$ cat config.mk
export PLATFORM = sky130hd
export DESIGN_NAME = conta_up_down_mod
export DESIGN_NICKNAME = d
export VERILOG_FILES = /design/src/rtl/conta_pkg.sv /design/src/rtl/conta_limit_cmp.sv /design/src/rtl/conta_up_down_mod.sv
export SDC_FILE = /design/constraint.sdc
export NUM_CORES = 1
export LEC_CHECK = 0
export ABC_AREA = 1
export CORE_AREA = 2 2 39 41
export CTS_BUF_LIST = sky130_fd_sc_hd__clkbuf_8
export CTS_CLUSTER_DIAMETER = 80
export CTS_CLUSTER_SIZE = 20
export DETAILED_ROUTE_END_ITERATION = 16
export DIE_AREA = 0 0 41 43
export PLACE_DENSITY_LB_ADDON = 0.1
export SLEW_MARGIN = 5
export SYNTH_ARGS = -nofsm -noshare
export SYNTH_HDL_FRONTEND = slang
export SYNTH_SLANG_ARGS = --single-unit
$ cat constraint.sdc
create_clock -name clk -period 1.5 [get_ports clk]
set_input_delay 0.45 -clock clk [delete_from_list [all_inputs] [get_ports clk]]
set_output_delay 0.45 -clock clk [all_outputs]
set_load 0.01 [all_outputs]
$ cat src/rtl/conta_pkg.sv
// Shared constants and helpers for the conta_up_down_mod counter family.
package conta_pkg;

    localparam logic CONTA_UP   = 1'b1;
    localparam logic CONTA_DOWN = 1'b0;

    // Load values above the modulus are clamped to the top of the count range.
    function automatic logic [31:0] conta_clamp(input logic [31:0] value, input logic [31:0] max_val);
        return (value > max_val) ? max_val : value;
    endfunction

endpackage

$ cat src/rtl/conta_limit_cmp.sv
// Combinational end-of-range detect.
// Kept separate so cascaded digit chains can reuse it.
module conta_limit_cmp #(
    parameter int          WIDTH   = 4,
    parameter int unsigned MAX_VAL = 9
) (
    input  logic [WIDTH-1:0] q,
    output logic             at_max,
    output logic             at_zero
);

    localparam logic [WIDTH-1:0] MAX_Q = WIDTH'(MAX_VAL);

    assign at_max  = (q == MAX_Q);
    assign at_zero = (q == '0);

endmodule

$ cat src/rtl/conta_up_down_mod.sv
// Up/down modulo counter with clamped parallel load and a registered wrap pulse.
// Define CONTA_SATURATE_EN to saturate at 0/MAX_VAL instead of rolling over.
module conta_up_down_mod
    import conta_pkg::*;
#(
    parameter int          WIDTH   = 4,
    parameter int unsigned MAX_VAL = 9
) (
    input  logic             clk,
    input  logic             reset,
    input  logic             enable,
    input  logic             up_down,
    input  logic             load,
    input  logic [WIDTH-1:0] d,
    output logic [WIDTH-1:0] q,
    output logic             wrap
);

    localparam logic [WIDTH-1:0] MAX_Q = WIDTH'(MAX_VAL);
    localparam logic [WIDTH-1:0] ONE   = WIDTH'(1);

    // 64-bit arithmetic so WIDTH=32 does not overflow the range check.
    if (64'(MAX_VAL) > ((64'd1 << WIDTH) - 64'd1)) begin : g_bad_max
        $error("conta_up_down_mod: MAX_VAL does not fit in WIDTH bits");
    end

    logic [WIDTH-1:0] q_reg;
    logic             wrap_reg;
    logic             at_max;
    logic             at_zero;

    conta_limit_cmp #(
        .WIDTH   (WIDTH),
        .MAX_VAL (MAX_VAL)
    ) u_limit (
        .q       (q_reg),
        .at_max  (at_max),
        .at_zero (at_zero)
    );

    always_ff @(posedge clk or posedge reset) begin
        if (reset) begin
            q_reg    <= '0;
            wrap_reg <= 1'b0;
        end else if (load) begin
            q_reg    <= WIDTH'(conta_clamp(32'(d), MAX_VAL));
            wrap_reg <= 1'b0;
        end else if (enable) begin
            if (up_down == CONTA_UP) begin
`ifdef CONTA_SATURATE_EN
                // Pulse only on the step that arrives at the limit, never while parked there.
                if (at_max) begin
                    wrap_reg <= 1'b0;
                end else begin
                    q_reg    <= q_reg + ONE;
                    wrap_reg <= ((q_reg + ONE) == MAX_Q);
                end
`else
                if (at_max) begin
                    q_reg    <= '0;
                    wrap_reg <= 1'b1;
                end else begin
                    q_reg    <= q_reg + ONE;
                    wrap_reg <= 1'b0;
                end
`endif
            end else begin
`ifdef CONTA_SATURATE_EN
                if (at_zero) begin
                    wrap_reg <= 1'b0;
                end else begin
                    q_reg    <= q_reg - ONE;
                    wrap_reg <= (q_reg == ONE);
                end
`else
                if (at_zero) begin
                    q_reg    <= MAX_Q;
                    wrap_reg <= 1'b1;
                end else begin
                    q_reg    <= q_reg - ONE;
                    wrap_reg <= 1'b0;
                end
`endif
            end
        end else begin
            wrap_reg <= 1'b0;
        end
    end

    assign q    = q_reg;
    assign wrap = wrap_reg;

endmodule

== Yosys cells after proc, flatten, opt, wreduce, memory -nomap -nowiden ==
Cells that the tools add are included.
Cells by class
  $add $sub $neg: 2
  magnitude comparators: 1
  equal/unequal tests: 1
  muxes and demuxes: 11
  reduce and logical (&&, ||, !) cells: 2
Operators with widths (count)
  2-to-1 mux 4 bit: 6
  2-to-1 mux 1 bit: 5
  adder 4 x 1 -> 4 bit (second input constant): 1
  == test 4 bit (second input constant): 1
  greater-than comparator 4 bit (second input constant): 1
  logical NOT 4 bit: 1
  subtractor 4 x 1 -> 4 bit (second input constant): 1
  nonzero test 2 bit: 1
Storage, ports and cells
  flip-flop bits (word level): 5
  output and inout port bits: 5
  logic and storage cells: 19

== Depth between registers and ports, before layout ==
Gate-level depths: netlist of the first run.
  word-level depth: 5
  gate-level depth with buffers: 8
  depth with buffers taken out: 8

== Hierarchy ==
From an unflattened synthesis of the first run, not the netlist that was laid out.
Second synthesis, totals
  cell total of the unflattened synthesis: 68
  area, all modules: 427.9 um^2
By module, submodules not included
  conta_up_down_mod: times used 1, cells an instance 59, area an instance 394.1 um^2
  conta_limit_cmp: times used 1, cells an instance 9, area an instance 33.8 um^2

== Worst setup path after synthesis of the first run ==
OpenSTA, ideal clock, no wires.
  path type: register to register
  start point: register q_reg[1], in the netlist q[1]
  end point: register q_reg[3], in the netlist q[3]
  setup time: 0.121 ns
  arrival time: 0.965 ns
  path slack: 0.414 ns
  stages on the path, launching flop included: 9
  path buffers: 0
  clock period less this slack: 1.086 ns
  cells stage by stage: dfrtp_1 -> inv_1 -> nand2_1 -> o21ai_0 -> nand2_1 -> nand2_1 -> nand2_1 -> nand2_1 -> nand2_1
Between the ends
  cells in the longest elaborated chain, start to end: 5
RTL lines
  start: declaration: RTL line conta_up_down_mod.sv:27  | logic [WIDTH-1:0] q_reg;
  start signal: assignment: RTL line conta_up_down_mod.sv:46  | q_reg <= WIDTH'(conta_clamp(32'(d), MAX_VAL));
  start signal: assignment: RTL line conta_up_down_mod.sv:63  | q_reg <= q_reg + ONE;
  start signal: assignment: RTL line conta_up_down_mod.sv:80  | q_reg <= q_reg - ONE;
  subtractor 4 x 1 -> 4 bit, or another cell as far along: RTL line conta_up_down_mod.sv:80
  2-to-1 mux 4 bit, on equally long branches: RTL line conta_up_down_mod.sv:76, conta_up_down_mod.sv:59
  2-to-1 mux 4 bit *: RTL line conta_up_down_mod.sv:49  | if (up_down == CONTA_UP) begin
  2-to-1 mux 4 bit *: RTL line conta_up_down_mod.sv:48  | end else if (enable) begin
  2-to-1 mux 4 bit *: RTL line conta_up_down_mod.sv:45  | end else if (load) begin
Mark *: on every way between the ends. The rest lies on a longest branch, timed or not. The select of a mux whose other input is x is not followed.
A chain may end at the register's enable or synchronous reset.

== Final worst setup path of the first run ==
  start point: input load
  end point: register q_reg[0], in the netlist q[0]
Between the ends
  cells in the longest elaborated chain, start to end: 1
RTL lines
  start: declaration: RTL line conta_up_down_mod.sv:13  | input logic load,
  2-to-1 mux 4 bit or nonzero test 2 bit (tied branches)
Parallel ways exist; a longest one is shown, timed or not.

==> results of run 1 <==
[per-stage QoR]
stage | power, mW | TNS [ns] | setup WS (ns) | hold slack, ns
2_1_floorplan | 0.287 | 0 | 0.414 | 0.229
3_3_place_gp | 0.402 | -0.147 | -0.0494 | 0.664
3_5_place_dp | 0.400 | -0.197 | -0.0862 | 0.660
4_1_cts | 0.626 | 0 | 0.109 | 0.435
5_1_grt | 0.665 | 0 | 0.00613 | 0.443
6_report | 0.621 | 0 | 0.107 | 0.429
[area by class of cell]
class	count	area, µm²	share of cell area (%)
clock buffers	3	41.3	6.56
repair buffers	20	176	28.0
multi-input cells	49	221	35.2
clock inverters	1	3.75	0.596
flip-flops and latches	5	125	19.9
inverters	11	41.3	6.56
well taps	16	20.0	3.18
[power groups by stage]
stage          clock network, mW  logic [mW]  registers (mW)
6_report                   0.234       0.227           0.159
3_3_place_gp                   0       0.240           0.162
4_1_cts                    0.238       0.228           0.160
5_1_grt                    0.251       0.253           0.161
2_1_floorplan                  0       0.104           0.183
3_5_place_dp                   0       0.238           0.162
[path summary, 6_finish.rpt]
kind                       startpoint    to  slack [ns]
setup / recovery                 load  q[0]        0.11
hold / removal                  reset  q[1]        0.43
setup reg to reg                 q[0]  q[3]        0.24
hold reg to reg                  q[3]  q[3]        0.65
max in group asynchronous       reset  q[2]        0.91
min in group clk                 q[3]  q[3]        0.65
[repair_timing]
item | in CTS | in global routing
buffers inserted | 0 | 0
setup endpoints to repair | 5 | 0
hold endpoints to repair | 0 | 0
gates resized for setup | 5 | 0
[cell usage in the layout, fill, tap and decap left out, drive strengths merged]
cell type	netlist	layout
a21oi	3	3
a22oi	1	1
a31oi	2	2
buf	0	7
clkbuf	0	3
clkdlybuf4s50	0	8
dfrtp	5	5
dlygate4sd2	0	5
inv	11	12
nand2	20	20
nand3	9	9
nor2	9	9
o211ai	1	1
o21ai	4	4
[routing by layer]
| metal | track usage [%] | up-vias | part of all wire (%) |
|---|---|---|---|
| met5 | 0 | - | 0 |
| li1 | - | 257 | - |
| met3 | 5.76 | 0 | 3.9 |
| met1 | 17.8 | 206 | 47 |
| met4 | 2.00 | 0 | 0 |
| met2 | 20.9 | 10 | 48 |
[kinds of logic (layout without fill, tap and decap cells)]
kind of cell | count (synthesis) | after routing
AOI/OAI and AO/OA | 11 | 11
buffers and inverters | 11 | 35
DFF | 5 | 5
and+or+nand+nor | 38 | 38
==> flow_summary.yaml, run 1 <==
status:
  status: "completed"
cells_and_area:
  largest_register_ffs: 4
  area_growth_pct: 62.3
  drive_gt1_share_pct: 15.7
  fin_area_um2: 629
  utilization_pct: 45.5
  nets: 99
  layout.cells.non_filler: 105
  nFillCells: 147
  diodes: 0
synthesis:
  synth.area.top_cells: "dfrtp_1, nand2_1, nand3_1"
  yosysMostFrequentCell: "nand2_1"
  synth_flop_cell: "dfrtp_1"
  syn-num-nets: 74
  synth_top_family_by_area: "simple AND/OR/NAND/NOR gates"
  syn-instance-count: 65
  yosysWarnings: 0
  synth_compound_area_share_pct: 16.1
  synth_xor_area_share_pct: 0
  synthMuxAreaShare_pct: 0
  yosysUniqueCellTypes: 12
  syn-mean-instance-area_um2: 5.97
  synth_adder_area_share_pct: 0
  ys_top_cells_by_count: "nand2_1, inv_1, nand3_1, nor2_1, dfrtp_1"
  synth-seq-area-share_pct: 32.3
  synth-async-reset-ratio_pct: 100
  synth_edf_count: 0
  synth-simple-area-share_pct: 41.0
  synth_top_area_share_pct: 32.3
  yosys_register_bits: 5
  syn_area_um2: 388
  yosysTopAreaCell: "dfrtp_1"
routing:
  routedWlPerCell_um: 9.43
  vias: 473
  drt_iter0_drc: 8
  routed_via_density: 4.50
  drc: 0
  ant_nets: 0
  dr.pass1.iters: 4
  wirelength_um: 990
critical_path:
  ff2ff_path_depth: 9
  end_kind: "flip-flop"
  path_cells: "clkdlybuf4s50_1, nor2_1, inv_1, o211ai_1, o21ai_0"
  crit_cells: 5
  worst-path-buf-inv: 2
  cp_slowest_cell: "clkdlybuf4s50_1"
  worstSetupPathType: "in2reg"
  crit_fanout: 4
  arrival_ns: 1.47
  startpoint_type: "input pin"
  required_ns: 1.58
  crit_family: "buffers and inverters"
  cp_slowest_stage_delay_ns: 0.45
placed_design:
  place.gp.congestion: 0.684
  placed_cell_area_um2: 591
  port_buffers: 13
  placedCellCount: 101
  dp_hpwl_um: 827
pwr:
  pwr-share-clk_pct: 37.7
  power.density_nw_per_um2: 987
  p_leak_nw: 0.343
  power.switching_uw: 191
  p_sw_share_pct: 30.8
  seq_power_share_pct: 25.7
  cellInternalPower_uw: 430
  peakVddDrop_v: 0.00104
  comb_power_share_pct: 36.6
floorplanning:
  io_pins: 14
  core_um2: 1380
  die_h_um: 43
  start_util_pct: 28.0
  die_w_um: 41
  row_count: 14
  die_area_um2: 1760
cts:
  holdBufCountCts: 0
  insertion_delay_ns: 0.21
  clockBufferDepth: 2
  htree_levels: 1
  path_clk_slew_ns: 0.03
  cts_tree: "built"
  root_buffer: "clkbuf_8"
  numCtsBuffers: 3
  cts_sinks: 5
sta:
  fin_crit_sh_pct: 92.9
  maxSlewHeadroom_pct: 85.1
  worst_clock_skew_ns: 0.000251
  setup_viol: 0
  final_hold_viol_count: 0
  min_period_ns: 1.39
  rsz0062_at_grt: "no"
  drv_slew: 0
  worstMarginPinSlew_ns: 0.222
  fmax_ghz: 0.718
global_routing:
  grt.overflow.total: 0
  grt_pass1_wl_mm: 1.66
  grt_pass1_vias: 443
  track_usage_pct: 13.7
  grt_max_degree: 7
  antenna_found_initial: 0
run:
  drv_cap: 0
min_path:
  hold_class: "in2async"
Power figures use the tool's default switching activity.
==> run 2, diff against run 1 <==
- CTS_BUF_LIST: sky130_fd_sc_hd__clkbuf_8 -> sky130_fd_sc_hd__clkbuf_16
- PLACE_DENSITY: not set -> 0.59
- PLACE_DENSITY_LB_ADDON: 0.1 -> not set
==> flow_summary.yaml, run 2 (synthesis results as in run 1) <==
floorplanning:
  core_um2: 1380
  row_count: 14
  die_w_um: 41
  die_h_um: 43
  die_area_um2: 1760
  start_util_pct: 28.0
  io_pins: 14
critical_path:
  startpoint_type: "input pin"
  worstSetupPathType: "in2reg"
  r2r_slack_ns: 0.27
  arrival_ns: 1.46
  ff2ff_path_depth: 9
  worstReg2RegStart: "q[0]"
  end_kind: "flip-flop"
  required_ns: 1.60
  worstReg2RegEnd: "q[3]"
  cp-endpoint: "q[0]"
  crit_start: "load"
  crit_fanout: 4
cells_and_area:
  drive_gt1_share_pct: 15.7
  multi_input_area_um2: 221
  largest_register_ffs: 4
  nets: 99
  nFillCells: 139
  diodes: 0
  seqCellArea_um2: 125
  utilization_pct: 47.9
  mostFrequentLayoutCells: "nand2_1, inv_1, nor2_1, nand3_1, clkdlybuf4s50_1"
  final_common_cell: "nand2_1"
  area_growth_pct: 71.0
  layout.cells.non_filler: 105
cts:
  insertion_delay_ns: 0.23
  cts_tree: "built"
  clockBufferDepth: 2
  path_clk_slew_ns: 0.03
  numCtsBuffers: 3
  root_buffer: "clkbuf_16"
  holdBufCountCts: 0
  cts_sinks: 5
  htree_levels: 1
run:
  drv_cap: 0
pwr:
  peakVddDrop_v: 0.000889
  p_leak_nw: 0.359
  power.density_nw_per_um2: 1240
routing:
  vias: 494
  routed_via_density: 4.70
  drc: 0
  wirelength_mm: 1.13
  ant_nets: 0
  dr.pass1.iters: 4
  routedWlPerCell_um: 10.7
  drt_iter0_drc: 6
sta:
  min_period_ns: 1.35
  setup_viol: 0
  fin_crit_sh_pct: 90.2
  maxSlewHeadroom_pct: 84.3
  final_hold_viol_count: 0
  setup_tns_ns: 0
  drv_slew: 0
  worstMarginPinSlew_ns: 0.235
  worst_clock_skew_ns: 0.00277
  fmax_ghz: 0.739
  rsz0062_at_grt: "no"
placed_design:
  dp_hpwl_um: 934
  place.gp.congestion: 0.785
  port_buffers: 13
  placedCellCount: 101
global_routing:
  grt.overflow.total: 0
  grt_pass1_vias: 490
  grt_pass1_wl_mm: 1.97
  track_usage_pct: 18.1
  antenna_found_initial: 0
  grt_max_degree: 7
min_path:
  hold_class: "in2async"
status:
  status: "completed"
-- run 2: cell counts in the layout (fill, tap and decap cells not counted) --
Identical to the previous run, type by type.
-- run 2: final cells by class --
type,count,area share (%)
multi-input cells,49,33.4
repair buffers,20,26.6
flip-flops and latches,5,18.9
clock buffers,3,11.3
inverters,11,6.23
well taps,16,3.02
clock inverters,1,0.566
-- run 2: timing repair --
| item | 4_1_cts | 5_1_grt |
|---|---|---|
| resized for setup | 5 | 0 |
| setup endpoints to repair | 5 | 0 |
| buffers inserted | 0 | 0 |
-- run 2: metal layers --
metal	track usage, %	wire (µm)	up-vias
met5	0	0	-
met4	15.3	49	0
met3	6.28	54	6
met2	27.2	604	17
met1	18.6	419	208
li1	-	-	263
-- run 2: per-stage QoR --
step / power, mW / hold slack, ns / setup slack (ns) / instance area [µm²]
floorplan: 0.287 / 0.229 / 0.414 / 388
global placement: 0.402 / 0.661 / -0.0492 / 591
detailed placement: 0.403 / 0.663 / -0.0855 / 591
CTS: 0.834 / 0.429 / 0.144 / 663
global route: 0.873 / 0.441 / 0.00226 / 663
finish: 0.820 / 0.426 / 0.148 / 663
-- run 2: worst min-delay path by stage --
stage	slack, ns	to	from	cells after the start
floorplan	0.23	q[0]	reset	1
global placement	0.66	q[3]	reset	2
finish	0.43	q[0]	reset	2
global route	0.44	q[0]	reset	2
CTS	0.43	q[0]	reset	2
detailed placement	0.66	q[3]	reset	2
-- run 2: critical path: stages --
cell,delay (ns)
clkdlybuf4s50_1,0.46
nor2_1,0.24
inv_1,0.12
o211ai_1,0.10
o21ai_0,0.10
-- run 2: where the power goes --
part,internal (mW),total (mW),switching (mW)
Sequential,0.152,0.160,0.00829
Combinational,0.103,0.228,0.125
Clock,0.345,0.432,0.0868
Total,0.600,0.820,0.220
==> run 3, diff against run 2 <==
==> constraint.sdc (replaced) <==
create_clock -name clk -period 1.5 [get_ports clk]
set_input_delay 0.225 -clock clk [delete_from_list [all_inputs] [get_ports clk]]
set_output_delay 0.225 -clock clk [all_outputs]
set_load 0.01 [all_outputs]
==> flow_summary.yaml, run 3 (synthesis results as in run 1) <==
status:
  status: "completed"
floorplanning:
  die_area_um2: 1760
  die_w_um: 41
  row_count: 14
  start_util_pct: 28.0
  io_pins: 14
  die_h_um: 43
  core_um2: 1380
critical_path:
  crit_cells: 1
  worstSetupPathType: "reg2out"
  startpoint_type: "flip-flop"
  arrival_ns: 1.24
  crit_start: "q[2]"
  cp-endpoint: "q[2]"
  r2r_slack_ns: 0.29
  required_ns: 1.27
  crit_family: "buffers and inverters"
  worstReg2RegEnd: "q[3]"
  path_cells: "clkdlybuf4s50_1"
  worstReg2RegStart: "q[2]"
  end_kind: "output port"
  crit_fanout: 6
  cp_slowest_stage_delay_ns: 0.58
  worst-path-buf-inv: 1
  ff2ff_path_depth: 8
  cp_slowest_cell: "clkdlybuf4s50_1"
sta:
  worstMarginPinSlew_ns: 0.233
  rsz0062_at_grt: "no"
  drv_slew: 0
  min_period_ns: 1.46
  fin_crit_sh_pct: 97.4
  final_hold_viol_count: 0
  worst_clock_skew_ns: 0.00128
  setup_viol: 0
  maxSlewHeadroom_pct: 84.4
  fmax_ghz: 0.685
  setup_tns_ns: 0
  setup_slack_ns: 0.0397
pwr:
  p_leak_nw: 0.322
  power.density_nw_per_um2: 1280
  peakVddDrop_v: 0.00134
cells_and_area:
  diodes: 0
  seqCellArea_um2: 126
  mostFrequentLayoutCells: "nand2_1, clkdlybuf4s50_1, inv_1"
  fin_area_um2: 633
  area_growth_pct: 63.2
  largest_register_ffs: 4
  nFillCells: 138
  drive_gt1_share_pct: 11.9
  nets: 94
  utilization_pct: 45.8
  final_common_cell: "nand2_1"
  multi_input_area_um2: 221
global_routing:
  antenna_found_initial: 0
  grt_pass1_wl_mm: 1.92
  grt_pass1_vias: 502
  grt.overflow.total: 0
  track_usage_pct: 16.1
  grt_max_degree: 7
min_path:
  hold_class: "in2async"
routing:
  vias: 482
  wirelength_mm: 1.10
  routedWlPerCell_um: 11.0
  drt_iter0_drc: 12
  dr.pass1.iters: 4
  routed_via_density: 4.82
  ant_nets: 0
  drc: 0
cts:
  insertion_delay_ns: 0.22
  holdBufCountCts: 0
  path_clk_slew_ns: 0.03
  htree_levels: 1
  cts_sinks: 5
  numCtsBuffers: 3
  root_buffer: "clkbuf_16"
  cts_tree: "built"
  clockBufferDepth: 2
placed_design:
  dp_slack_ns: 0.108
  dp_hpwl_um: 851
  place.gp.congestion: 0.779
  port_buffers: 13
  placed_cell_area_um2: 553
run:
  drv_cap: 0
-- run 3: cell types whose count changed in the layout (fill, tap and decap cells not counted) --
cell / delta
clkdlybuf4s50_1: +5
dfrtp_1: -1
dlygate4sd2_1: -5
dfrtp_2: +1
buf_4: -5
-- run 3: what timing repair did --
| action | in CTS | in global routing |
|---|---|---|
| endpoints found under the setup margin | 0 | 1 |
| buffers inserted | 0 | 0 |
| resized for setup | 0 | 1 |
| endpoints found under the hold margin | 0 | 0 |
-- run 3: layout make-up --
class	count	share of cell area, %
clock inverter	1	0.593
clock buffer	3	11.9
tap	16	3.16
multi-input combinational	49	35.0
timing repair buffer	15	22.9
sequential	5	20.0
inverter	11	6.52
-- run 3: routing by layer --
metal / vias up / wire length (µm) / share of wire, % / GRT usage [%]
met3: 4 / 47 / 4.3 / 4.19
met2: 17 / 568 / 52 / 25.6
met5: - / 0 / 0 / 0
met1: 211 / 465 / 42 / 18.4
met4: 0 / 18 / 1.6 / 8.67
li1: 250 / - / - / -
-- run 3: through the flow --
stage	cells	hold slack [ns]	power, mW
5_1_grt	100	0.252	0.852
3_5_place_dp	96	0.438	0.378
6_report	100	0.205	0.809
3_3_place_gp	96	0.435	0.380
2_1_floorplan	65	0.00352	0.287
4_1_cts	100	0.208	0.811
-- run 3: how the worst min path moves through the flow --
stage               slack (ns)  cells after the start  start  endpoint
global placement          0.44                      2  reset      q[3]
CTS                       0.21                      2  reset      wrap
finish                    0.20                      2  reset      wrap
global route              0.25                      2  reset      wrap
floorplan                0.004                      1  reset      q[0]
detailed placement        0.44                      2  reset      q[3]
-- run 3: where the power goes --
part / internal, mW / total, mW / switching, mW / leakage, nW
combinational: 0.0958 / 0.208 / 0.112 / 0.219
sequential: 0.153 / 0.173 / 0.0206 / 0.0608
clock: 0.345 / 0.427 / 0.0823 / 0.0423
